--- src/rtl/add8_chain_scheduler_if.sv ---
// Bundle of the request, response and external-adder signals of the
// shared 8-bit adder scheduler. The slave side is the scheduler; the
// master side is the requester cluster together with the adder itself.
interface add8_chain_scheduler_if #(
  parameter int WORDS = 4,
  parameter int NREQ  = 2
);
  localparam int W   = 8 * WORDS;
  localparam int IDW = (NREQ > 1) ? $clog2(NREQ) : 1;

  // request channel
  logic [NREQ-1:0]   req_valid;
  logic [NREQ-1:0]   req_ready;
  logic [NREQ*W-1:0] req_a;
  logic [NREQ*W-1:0] req_b;
  logic [NREQ-1:0]   req_cin;

  // response channel
  logic              rsp_valid;
  logic              rsp_ready;
  logic [W-1:0]      rsp_sum;
  logic              rsp_cout;
  logic [IDW-1:0]    rsp_id;
  logic              busy;

  // external combinational adder
  logic [7:0]        add_i0;
  logic [7:0]        add_i1;
  logic              add_cin;
  logic [7:0]        add_o;
  logic              add_cout;

  modport slave (
    input  req_valid, req_a, req_b, req_cin, rsp_ready, add_o, add_cout,
    output req_ready, rsp_valid, rsp_sum, rsp_cout, rsp_id, busy,
           add_i0, add_i1, add_cin
  );

  modport master (
    output req_valid, req_a, req_b, req_cin, rsp_ready, add_o, add_cout,
    input  req_ready, rsp_valid, rsp_sum, rsp_cout, rsp_id, busy,
           add_i0, add_i1, add_cin
  );
endinterface

--- src/rtl/add8_chain_scheduler.sv ---
// Time-shares one external 8-bit carry-chain adder among NREQ requesters.
// A granted request is added serially, one byte per cycle, LSB byte first,
// with the inter-byte carry kept in a register. Round-robin arbitration,
// one operation in flight, result held until the consumer takes it.
module add8_chain_scheduler #(
  parameter int WORDS = 4,
  parameter int NREQ  = 2
) (
  input logic                  clk,
  input logic                  rst_n,
  add8_chain_scheduler_if.slave bus
);
  localparam int W   = 8 * WORDS;
  localparam int IDW = (NREQ > 1) ? $clog2(NREQ) : 1;
  localparam int IXW = (WORDS > 1) ? $clog2(WORDS) : 1;

  typedef enum logic [1:0] {
    ST_IDLE = 2'd0,
    ST_RUN  = 2'd1,
    ST_DONE = 2'd2
  } state_t;

  state_t         state_reg, state_next;
  logic [IDW-1:0] ptr_reg, ptr_next;
  logic [IXW-1:0] idx_reg, idx_next;
  logic           carry_reg, carry_next;
  logic [W-1:0]   sum_reg, sum_next;
  logic [W-1:0]   a_reg, a_next;
  logic [W-1:0]   b_reg, b_next;
  logic [IDW-1:0] id_reg, id_next;

  logic [IDW-1:0] cand [NREQ];
  logic           grant_valid;
  logic [IDW-1:0] grant_id;
  logic [NREQ-1:0] ready_vec;

  // Candidate search order: ptr, ptr+1, ... wrapping modulo NREQ
  // (NREQ need not be a power of two, so wrap explicitly).
  for (genvar gi = 0; gi < NREQ; gi++) begin : g_cand
    logic [IDW:0] pos_wide;
    assign pos_wide = {1'b0, ptr_reg} + (IDW+1)'(gi);
    assign cand[gi] = (pos_wide >= (IDW+1)'(NREQ)) ?
                      IDW'(pos_wide - (IDW+1)'(NREQ)) : pos_wide[IDW-1:0];
  end

  // Round-robin pick: first valid requester in search order.
  always_comb begin
    grant_valid = 1'b0;
    grant_id    = '0;
    for (int k = 0; k < NREQ; k++) begin
      if (!grant_valid && bus.req_valid[cand[k]]) begin
        grant_valid = 1'b1;
        grant_id    = cand[k];
      end
    end
  end

  // One-hot accept, only while idle; forced low while reset is asserted
  // so that every output reads zero during reset.
  always_comb begin
    ready_vec = '0;
    if (rst_n && state_reg == ST_IDLE && grant_valid) begin
      ready_vec[grant_id] = 1'b1;
    end
  end

  // Next-state and datapath update for IDLE -> RUN -> DONE.
  always_comb begin
    state_next = state_reg;
    ptr_next   = ptr_reg;
    idx_next   = idx_reg;
    carry_next = carry_reg;
    sum_next   = sum_reg;
    a_next     = a_reg;
    b_next     = b_reg;
    id_next    = id_reg;
    case (state_reg)
      ST_IDLE: begin
        if (grant_valid) begin
          a_next     = bus.req_a[grant_id*W +: W];
          b_next     = bus.req_b[grant_id*W +: W];
          carry_next = bus.req_cin[grant_id];
          id_next    = grant_id;
          idx_next   = '0;
          state_next = ST_RUN;
        end
      end
      ST_RUN: begin
        sum_next[8*idx_reg +: 8] = bus.add_o;
        carry_next               = bus.add_cout;
        if (idx_reg == IXW'(WORDS-1)) begin
          idx_next   = '0;
          state_next = ST_DONE;
        end else begin
          idx_next = idx_reg + 1'b1;
        end
      end
      ST_DONE: begin
        if (bus.rsp_ready) begin
          state_next = ST_IDLE;
          ptr_next   = (id_reg == IDW'(NREQ-1)) ? '0 : id_reg + 1'b1;
        end
      end
      default: state_next = ST_IDLE;
    endcase
  end

  // State register; reset aborts any operation in flight.
  always_ff @(posedge clk or negedge rst_n) begin
    if (!rst_n) begin
      state_reg <= ST_IDLE;
      ptr_reg   <= '0;
      idx_reg   <= '0;
      carry_reg <= 1'b0;
      sum_reg   <= '0;
      a_reg     <= '0;
      b_reg     <= '0;
      id_reg    <= '0;
    end else begin
      state_reg <= state_next;
      ptr_reg   <= ptr_next;
      idx_reg   <= idx_next;
      carry_reg <= carry_next;
      sum_reg   <= sum_next;
      a_reg     <= a_next;
      b_reg     <= b_next;
      id_reg    <= id_next;
    end
  end

  assign bus.req_ready = ready_vec;
  assign bus.rsp_valid = (state_reg == ST_DONE);
  assign bus.rsp_sum   = sum_reg;
  assign bus.rsp_cout  = carry_reg;
  assign bus.rsp_id    = id_reg;
  assign bus.busy      = (state_reg != ST_IDLE);
  assign bus.add_i0    = (state_reg == ST_RUN) ? a_reg[8*idx_reg +: 8] : 8'h00;
  assign bus.add_i1    = (state_reg == ST_RUN) ? b_reg[8*idx_reg +: 8] : 8'h00;
  assign bus.add_cin   = (state_reg == ST_RUN) ? carry_reg : 1'b0;

endmodule

--- src/flat_wrapper.sv ---
// flat-port wrapper written by rule: the top's interface ports become plain ports
module add8_chain_scheduler_flat 
#(
  parameter int WORDS = 4,
  parameter int NREQ  = 2
)
  (clk, rst_n, bus_req_valid, bus_req_a, bus_req_b, bus_req_cin, bus_rsp_ready, bus_add_o, bus_add_cout, bus_req_ready, bus_rsp_valid, bus_rsp_sum, bus_rsp_cout, bus_rsp_id, bus_busy, bus_add_i0, bus_add_i1, bus_add_cin);
  add8_chain_scheduler_if #(.WORDS(WORDS), .NREQ(NREQ)) bus_i ();
  input logic clk;
  input logic rst_n;
  input wire logic [$bits(bus_i.req_valid)-1:0] bus_req_valid;
  input wire logic [$bits(bus_i.req_a)-1:0] bus_req_a;
  input wire logic [$bits(bus_i.req_b)-1:0] bus_req_b;
  input wire logic [$bits(bus_i.req_cin)-1:0] bus_req_cin;
  input wire logic [$bits(bus_i.rsp_ready)-1:0] bus_rsp_ready;
  input wire logic [$bits(bus_i.add_o)-1:0] bus_add_o;
  input wire logic [$bits(bus_i.add_cout)-1:0] bus_add_cout;
  output wire logic [$bits(bus_i.req_ready)-1:0] bus_req_ready;
  output wire logic [$bits(bus_i.rsp_valid)-1:0] bus_rsp_valid;
  output wire logic [$bits(bus_i.rsp_sum)-1:0] bus_rsp_sum;
  output wire logic [$bits(bus_i.rsp_cout)-1:0] bus_rsp_cout;
  output wire logic [$bits(bus_i.rsp_id)-1:0] bus_rsp_id;
  output wire logic [$bits(bus_i.busy)-1:0] bus_busy;
  output wire logic [$bits(bus_i.add_i0)-1:0] bus_add_i0;
  output wire logic [$bits(bus_i.add_i1)-1:0] bus_add_i1;
  output wire logic [$bits(bus_i.add_cin)-1:0] bus_add_cin;
  assign bus_i.req_valid = bus_req_valid;
  assign bus_i.req_a = bus_req_a;
  assign bus_i.req_b = bus_req_b;
  assign bus_i.req_cin = bus_req_cin;
  assign bus_i.rsp_ready = bus_rsp_ready;
  assign bus_i.add_o = bus_add_o;
  assign bus_i.add_cout = bus_add_cout;
  assign bus_req_ready = bus_i.req_ready;
  assign bus_rsp_valid = bus_i.rsp_valid;
  assign bus_rsp_sum = bus_i.rsp_sum;
  assign bus_rsp_cout = bus_i.rsp_cout;
  assign bus_rsp_id = bus_i.rsp_id;
  assign bus_busy = bus_i.busy;
  assign bus_add_i0 = bus_i.add_i0;
  assign bus_add_i1 = bus_i.add_i1;
  assign bus_add_cin = bus_i.add_cin;
  add8_chain_scheduler #(.WORDS(WORDS), .NREQ(NREQ)) u_core (.clk(clk), .rst_n(rst_n), .bus(bus_i));
endmodule
--- config.mk ---
export PLATFORM = sky130hd
export DESIGN_NAME = add8_chain_scheduler_flat
export DESIGN_NICKNAME = d
export VERILOG_FILES = /design/src/rtl/add8_chain_scheduler_if.sv /design/src/rtl/add8_chain_scheduler.sv /design/src/flat_wrapper.sv
export SDC_FILE = /design/constraint.sdc
export NUM_CORES = 1
export LEC_CHECK = 0
export BUFFER_PORTS_ARGS = -buffer_cell sky130_fd_sc_hd__buf_2
export CAP_MARGIN = 25
export CORE_MARGIN = 3
export CORE_UTILIZATION = 44
export DETAILED_ROUTE_END_ITERATION = 8
export PLACE_DENSITY = 0.76
export SETUP_SLACK_MARGIN = 0.2
export SLEW_MARGIN = 20
export SYNTH_ARGS = -nofsm -noshare
export SYNTH_HDL_FRONTEND = slang
export SYNTH_SLANG_ARGS = --single-unit
export TNS_END_PERCENT = 10
--- constraint.sdc ---
create_clock -name clk -period 1.9 [get_ports clk]
set_clock_uncertainty 0.1 [all_clocks]
set_input_delay 0 -clock clk [delete_from_list [all_inputs] [get_ports clk]]
set_output_delay 0 -clock clk [all_outputs]
set_load 0.02 [all_outputs]
# ---- Word-level counts from Yosys, hierarchy flattened
# Index checks and enable logic that the tools add are counted.
# Widths: inputs -> output; s select.
dict set report totals {
  regBits 103
  input_bits 144
  output_inout_bits 55
  wordCells 73
}
dict set report classes {
  addsub 6
  magnitude_cmp 6
  eq_ne 6
  shifts 6
  mux 29
  reduce_logical 12
}
# cell count
set op_table {}
lappend op_table {{$shiftx 64x7->32} 2}
lappend op_table {{$shiftx 32x6->8} 2}
lappend op_table {{$neg 5->34} 1}
lappend op_table {{$shift 8x34->32 const A} 1}
lappend op_table {{$shiftx 8x34->32} 1}
lappend op_table {{$bwmux 32} 1}
lappend op_table {{$mux 1} 16}
lappend op_table {{$mux 8} 2}
lappend op_table {{$mux 2} 6}
lappend op_table {{$lt 1x2->1 const B} 3}
lappend op_table {{$pmux 2 s3} 1}
lappend op_table {{$reduce_and 2->1} 3}
lappend op_table {{$eq 2x2->1 const B} 2}
lappend op_table {{$logic_and 1x1->1} 4}
lappend op_table {{$ne 2x1->1 const B} 2}
lappend op_table {{$pmux 2 s2} 1}
lappend op_table {{$reduce_bool 2->1} 2}
lappend op_table {{$reduce_and 3->1} 1}
lappend op_table {{$add 1x1->2 const B} 1}
lappend op_table {{$add 2x1->2 const B} 1}
lappend op_table {{$eq 2x1->1 const B} 1}
lappend op_table {{$ge 1x2->1 const B} 1}
lappend op_table {{$ge 2x2->1 const B} 1}
lappend op_table {{$logic_not 2->1} 1}
lappend op_table {{other kinds (7)} 8}

# ---- Logic depth before layout (Yosys ltp)
# Gate-level depths: netlist (run 1).
dict set report depth {
  ltp_word 13
  depth_mapped 9
  depth_no_buf 6
}

# ---- Least setup slack after synthesis (run 1)
# No wires, ideal clock.
dict set report synth_timing {
  kind {reg2reg}
  from {register u_core.idx_reg[1]}
  to {register u_core.sum_reg[15] (netlist: u_core.bus.rsp_sum[15])}
  setup_ns 0.083
  arrival_time_ns 1.877
  path_slack_ns -0.159
  stages_incl_launch_ff 9
  path_buffers 3
  cell_sequence {dfrtp_1 > buf_2 > buf_2 > inv_1 > ha_1 > and3_1 > clkbuf_1 > nand2_1 > o21ai_0}
}
dict set report synth_via {
  elab_chain_cells 3
  word_cells_on_any_way 4
  cone_classes {add/sub: 1; shift: 2; mux: 1}
}
# element line
set synth_rtl {}
lappend synth_rtl {{start, declared} add8_chain_scheduler.sv:25} ;# logic [IXW-1:0] idx_reg, idx_next;
lappend synth_rtl {{start signal, assigned} add8_chain_scheduler.sv:122} ;# idx_reg <= idx_next;
lappend synth_rtl {{$neg 5->34 *} add8_chain_scheduler.sv:89} ;# sum_next[8*idx_reg +: 8] = bus.add_o;
lappend synth_rtl {{$shiftx 8x34->32 / $shift 8x34->32 (equally long branches)} add8_chain_scheduler.sv:89}
lappend synth_rtl {{$bwmux 32 *} add8_chain_scheduler.sv:89}
lappend synth_rtl {{end signal, assigned} add8_chain_scheduler.sv:124} ;# sum_reg <= sum_next;
lappend synth_rtl {{end, declared} add8_chain_scheduler.sv:27} ;# logic [W-1:0] sum_reg, sum_next;
# Every way passes the cells marked *; elsewhere a longest branch is shown, timed or not.
# A chain may end at the register's enable or synchronous reset.

# ---- Final worst setup path (run 1)
dict set report layout_timing {
  from {register u_core.state_reg[0]}
  to {register u_core.b_reg[9]}
}
dict set report layout_via {
  elab_chain_cells 2
}
# element line
set layout_rtl {}
lappend layout_rtl {{start, declared} add8_chain_scheduler.sv:23} ;# state_t state_reg, state_next;
lappend layout_rtl {{start signal, assigned} add8_chain_scheduler.sv:120} ;# state_reg <= state_next;
lappend layout_rtl {{$logic_not 2->1} add8_chain_scheduler.sv:77} ;# case (state_reg)
lappend layout_rtl {{$reduce_and 2->1 (no source line)} -}
lappend layout_rtl {{end signal, assigned} add8_chain_scheduler.sv:126} ;# b_reg <= b_next;
lappend layout_rtl {{end, declared} add8_chain_scheduler.sv:29} ;# logic [W-1:0] b_reg, b_next;
# Every way passes these cells.

==> flow_summary.yaml, run 1 <==
detailed_routing:
  vias: 5728
  route.met2.wl_um: 10400
  drtIter0Drc: 677
  detail-route-antenna-nets: 0
  via_per_inst: 5.94
  route.met3.wl_um: 2360
  wl_per_cell_um: 23.2
  wl_met1_um: 7940
  drt_first_pass_iters: 5
  drc: 0
  topRoutingLayerUsed: "met4"
  drt_wl_total_um: 22400
floorplanning:
  die_x_um: 114
  dieArea_um2: 12900
  placementRows: 38
  io_pins: 199
  dieHeight_um: 114
  core_um2: 11100
  start_util_pct: 45.9
global_route:
  first_global_vias: 6117
  antenna_found_initial: 4
  grt_pass1_wl_um: 32400
  grt_usage_pct: 32.5
  overflow: 0
  grt_max_degree: 98
finish:
  layout.area.seq_um2: 2580
  drive_above_1_share_pct: 37.1
  multi_input_area_um2: 2500
  fill_cells: 605
  stdcell_area_um2: 8460
  final_nets: 964
  area_growth_pct: 66.2
  fin_cells: 964
critical_path:
  cp.required_ns: 1.97
  crit_path_top_delay_cell: "o21ai_0"
  cp_num_buf_inv: 1
  r2r.worst_path.cells: 4
  critPathArrivalTime_ns: 2.12
  cp_cell_sequence: "nor2_2 > o21ai_4 > buf_12 > o21ai_0"
  worstSetupPathType: "flop to flop"
  cpLargestDelayFamily: "compound AO/OA/AOI/OAI gates"
  r2r_slack_ns: -0.15
  crit_start: "u_core.state_reg[0]"
  endpoint_kind: "flop"
  regToRegEndpoint: "u_core.b_reg[9]"
  crit_fanout: 97
  max_stage_delay_ns: 0.62
  start_kind: "flop"
  reg2reg_from: "u_core.state_reg[0]"
clock_tree:
  clk_path_buf_depth: 2
  clk_pin_slew_ns: 0.08
  htree_num_levels: 3
  root_buffer: "clkbuf_16"
  cts_inserted_buffers: 9
  clock_latency_ns: 0.34
  clock-sinks: 103
  cts_tree: "done"
status:
  violations: "setup timing"
  status: "complete, but fails checks"
power:
  leakage_nw: 4.18
  seq_power_share_pct: 30.9
  power_frac_comb_pct: 55.4
  p_sw_share_pct: 43.1
  clkPwrFrac_pct: 13.7
  powerDensity_nw_per_um2: 1550
  switchingPower_mw: 5.64
  ir_drop_mv: 0.926
  p_int_mw: 7.44
  total_power_mw: 13.1
placement:
  placed_cells: 793
  hpwl_um: 9760
  numPortBuffers: 198
  place_congestion: 0.771
  placed_cell_area_um2: 6320
yosys:
  yosysSeqAreaShare_pct: 50.6
  ys_types: 31
  syn-cell-area_um2: 5090
  yosys_register_bits: 103
  syn_inst: 469
  syn_nets: 619
  syn_avg_cell_area_um2: 10.9
  ys_warn_count: 0
timing:
  hold_violations: 0
  fin_crit_ns: 2.05
  rsz0062_at_grt: "yes"
  fmax_mhz: 487
  min_period_over_period_pct: 108
  worst_pin_slew_ns: 0.702
  slew_headroom_pct: 52.7
  maxSlewViolCount: 0
  tns_ns: -0.421
  finalWorstSetupSlack_ns: -0.152
  setup_viol: 13
hold_path:
  worstHoldEndpoint: "u_core.idx_reg[1]"
  min_from: "bus_req_valid[0]"
  hold_depth: 4
  hold_path_class: "primary input to flop"
flow_run:
  drv_cap: 0
-- metrics by stage --
stage                     utilization (%)  hold WS (ns)  setup WS [ns]
after global placement               57.1        -0.242          0.296
after global routing                 76.3        0.0592         -0.211
after detailed placement             57.1        -0.242          0.173
after CTS                            75.2        0.0393       -0.00583
after floorplan                         -        -0.396          0.202
final                                76.3       0.00531         -0.152
-- kinds of logic (layout without fill, tap and decap cells) --
group                      Yosys count  after routing  synth area share [%]
AOI/OAI and AO/OA                  106            106                  12.0
adders and majority gates            6              6                  1.47
buffers and inverters               37            387                  3.91
DFF                                103            103                  50.6
muxes                               81             81                  19.9
other                                0              5                     0
and+or+nand+nor                    136            136                  12.1
-- placed cells by master (no fill, tap or decap), types with 2 or more instances in the layout --
cell type,netlist,layout
o21ai_0,63,40
o21ai_1,18,39
nand2_2,1,2
clkinvlp_4,0,2
and2_4,0,16
clkinv_4,0,2
buf_6,3,23
o21ai_4,0,2
buf_8,0,3
and3_4,0,2
nand2_1,100,98
buf_4,6,10
a22o_1,18,18
nor4_4,2,2
buf_2,11,179
o31ai_1,3,2
clkbuf_16,0,9
mux2i_2,0,8
nand3_1,3,2
buf_12,0,5
mux4_2,16,16
dlygate4sd3_1,0,142
inv_1,5,3
diode_2,0,5
ha_4,0,2
nor2_1,5,2
ha_1,6,4
buf_16,0,3
nor2_2,1,3
mux2i_1,65,56
dfrtp_1,103,102
inv_6,0,2
-- power groups by stage --
| stage | clock, mW | sequential (mW) | combinational (mW) |
|---|---|---|---|
| floorplan | 0 | 4.10 | 3.38 |
| global placement | 0 | 3.78 | 5.18 |
| detailed placement | 0 | 3.85 | 5.33 |
| CTS | 1.77 | 3.83 | 6.52 |
| global route | 1.90 | 4.09 | 7.67 |
| finish | 1.79 | 4.04 | 7.25 |
-- worst min-delay path: stages --
cell     delay [ns]
buf_2          0.13
nor2_1         0.06
nor2_2         0.13
o31ai_1        0.09
-- worst max-delay path by stage --
stage,cells after the start,slack (ns),end
final,4,-0.15,u_core.b_reg[9]
after floorplan,7,0.20,u_core.bus.rsp_sum[0]
after global placement,5,0.30,u_core.bus.rsp_sum[24]
after CTS,5,-0.006,bus_add_i1[4]
after global routing,4,-0.21,u_core.b_reg[9]
after detailed placement,3,0.17,u_core.bus.rsp_sum[30]
-- layout make-up --
| type | count | share of cell area (%) |
|---|---|---|
| antenna | 5 | 0.148 |
| inverter | 6 | 0.385 |
| sequential | 103 | 30.5 |
| clock inverter | 7 | 0.651 |
| timing repair buffer | 365 | 34.0 |
| clock buffer | 9 | 2.66 |
| multi-input combinational | 329 | 29.5 |
| tap | 140 | 2.07 |
-- synth_stat cells --
cell type / number / share of area (%)
o21ai_0: 63 / 6.2
clkbuf_2: 1 / 0.098
inv_1: 5 / 0.37
nor3_1: 1 / 0.098
nor2b_1: 2 / 0.25
buf_6: 3 / 0.66
dfrtp_1: 103 / 51
nand3b_1: 1 / 0.15
and3_1: 2 / 0.25
ha_1: 6 / 1.5
a31oi_1: 1 / 0.12
nand2_1: 100 / 7.4
and2_1: 17 / 2.1
mux2i_1: 65 / 13
o211ai_1: 1 / 0.15
mux4_2: 16 / 7.1
clkbuf_1: 10 / 0.74
nand3_1: 3 / 0.29
buf_2: 11 / 1.1
inv_2: 1 / 0.074
nand2b_1: 1 / 0.12
a22o_1: 18 / 3.1
nor2_1: 5 / 0.37
nor4_4: 2 / 0.84
buf_4: 6 / 0.88
o21ai_2: 1 / 0.17
a21oi_1: 1 / 0.098
nand2_2: 1 / 0.12
nor2_2: 1 / 0.12
o21ai_1: 18 / 1.8
o31ai_1: 3 / 0.44
-- per-layer routing --
layer | up-vias | GRT usage, %
met1 | 2726 | 38.1
met4 | 0 | 18.3
met2 | 489 | 52.2
li1 | 2347 | -
met3 | 166 | 11.2
met5 | - | 0
-- what timing repair did --
item / 4_1_cts / 5_1_grt
pin swaps: 23 / 21
cloned: 2 / 0
hold buffers: 142 / 0
endpoints found under the setup margin: 31 / 84
gates resized for setup: 67 / 51
buffers inserted: 6 / 0
hold endpoints to repair: 201 / 0
Note: power is estimated with default switching activity, not from simulation.
==> run 2: changes to the inputs <==
- CELL_PAD_IN_SITES_DETAIL_PLACEMENT: unset -> 2
- CELL_PAD_IN_SITES_GLOBAL_PLACEMENT: unset -> 2
- CORE_UTILIZATION: 44 -> 27
- PLACE_DENSITY: 0.76 -> 0.77
==> flow_summary.yaml, run 2 (synthesis results as in run 1) <==
detailed_routing:
  drt_first_pass_iters: 4
  drtIter0Drc: 214
  drc: 0
  via_per_inst: 5.01
  drt_wl_total_um: 26000
  vias: 5232
  detail-route-antenna-nets: 0
  wl_per_cell_um: 24.9
floorplanning:
  dieArea_um2: 20500
  placementRows: 49
  die_x_um: 143
  io_pins: 199
  core_um2: 18300
  dieHeight_um: 143
  start_util_pct: 27.9
global_route:
  first_global_vias: 6239
  grt_max_degree: 134
  grt_pass1_wl_um: 36600
  grt_usage_pct: 23.7
  overflow: 0
  antenna_found_initial: 4
flow_run:
  drv_cap: 0
timing:
  fin_crit_ns: 1.91
  hold_violations: 0
  finalWorstSetupSlack_ns: -0.0132
  slew_headroom_pct: 58.9
  hold_ws_ns: 0.0181
  worst_pin_slew_ns: 0.617
  rsz0062_at_grt: "yes"
  min_period_over_period_pct: 101
  setup_viol: 4
  fmax_mhz: 523
  maxSlewViolCount: 0
clock_tree:
  clk_pin_slew_ns: 0.08
  clock_latency_ns: 0.35
  clock-sinks: 103
  root_buffer: "clkbuf_16"
  cts_inserted_buffers: 9
  clk_path_buf_depth: 2
  htree_num_levels: 3
  cts_tree: "done"
placement:
  numPortBuffers: 198
  place_congestion: 0.740
  hpwl_um: 12900
power:
  ir_drop_mv: 0.708
  leakage_nw: 4.13
  powerDensity_nw_per_um2: 1550
critical_path:
  critPathArrivalTime_ns: 1.81
  endpoint_kind: "output pin"
  start_kind: "flop"
  crit_fanout: 12
  worstSetupPathType: "flop to output pin"
  cp.required_ns: 1.80
finish:
  fin_util_pct: 46.5
  drive_above_1_share_pct: 37.5
  final_common_cell: "buf_2"
  final_cell_mix: "179 x buf_2, 141 x dlygate4sd3_1, 99 x dfrtp_1, 98 x nand2_1, 53 x mux2i_1"
  area_growth_pct: 67.1
  final_nets: 955
status:
  violations: "setup timing"
  status: "complete, but fails checks"
hold_path:
  hold_path_class: "primary input to async pin"
[run 2: worst max-delay path, cell delays in order (launching register included)]
cell and delay (ns):
dfrtp_2 0.42, buf_12 0.18, mux4_2 0.52, and2_4 0.18, buf_4 0.15
[run 2: per-stage QoR]
stage / TNS, ns / setup WS, ns / total power [mW] / instances / cell area (um2)
after CTS: -0.0127 / -0.0103 / 12.4 / 1037 / 8320
after detailed placement: 0 / 0.0518 / 9.42 / 877 / 6370
after global routing: -0.407 / -0.0629 / 13.9 / 1043 / 8500
after floorplan: 0 / 0.202 / 7.48 / 469 / 5130
after global placement: 0 / 0.171 / 9.06 / 877 / 6370
final: -0.0202 / -0.0132 / 13.2 / 1044 / 8500
[run 2: final cells by class]
type	count	area (um2)
fillers	1872	9770
repair buffers	356	2730
flip-flops and latches	103	2580
multi-input cells	329	2550
well taps	229	287
clock buffers	10	239
clock inverters	6	72.6
inverters	6	30.0
diodes	5	12.5
[run 2: metal layers]
layer,share of wire [%],track usage [%]
met1,36,25.2
met2,57,45.7
met3,4.0,4.19
met4,2.3,10.4
met5,0,0
[run 2: timing repair]
item                       4_1_cts  5_1_grt
gates resized for setup         64       47
pin swaps                       10       13
hold buffers                   141        0
setup endpoints to repair       49       85
buffers inserted                 3        2
hold endpoints to repair       201        0
[run 2: final timing paths]
kind / startpoint / endpoint / slack (ns) / cells after the start
max in group asynchronous: rst_n / u_core.idx_reg[0] / 1.01 / 3
min reg2reg: u_core.bus.rsp_sum[8] / u_core.bus.rsp_sum[8] / 0.40 / 2
max: u_core.idx_reg[0] / bus_add_i1[0] / -0.01 / 4
max reg2reg: u_core.ptr_reg / u_core.b_reg[6] / 0.04 / 4
min: rst_n / u_core.b_reg[28] / 0.02 / 2
min in group clk: bus_req_valid[0] / u_core.idx_reg[1] / 0.03 / 4
[run 2: power breakdown]
part | leakage [nW] | internal [mW] | total, mW | switching, mW
clock | 0.155 | 1.08 | 2.03 | 0.945
combinational | 2.66 | 3.13 | 7.10 | 3.97
sequential | 1.31 | 3.24 | 4.06 | 0.817
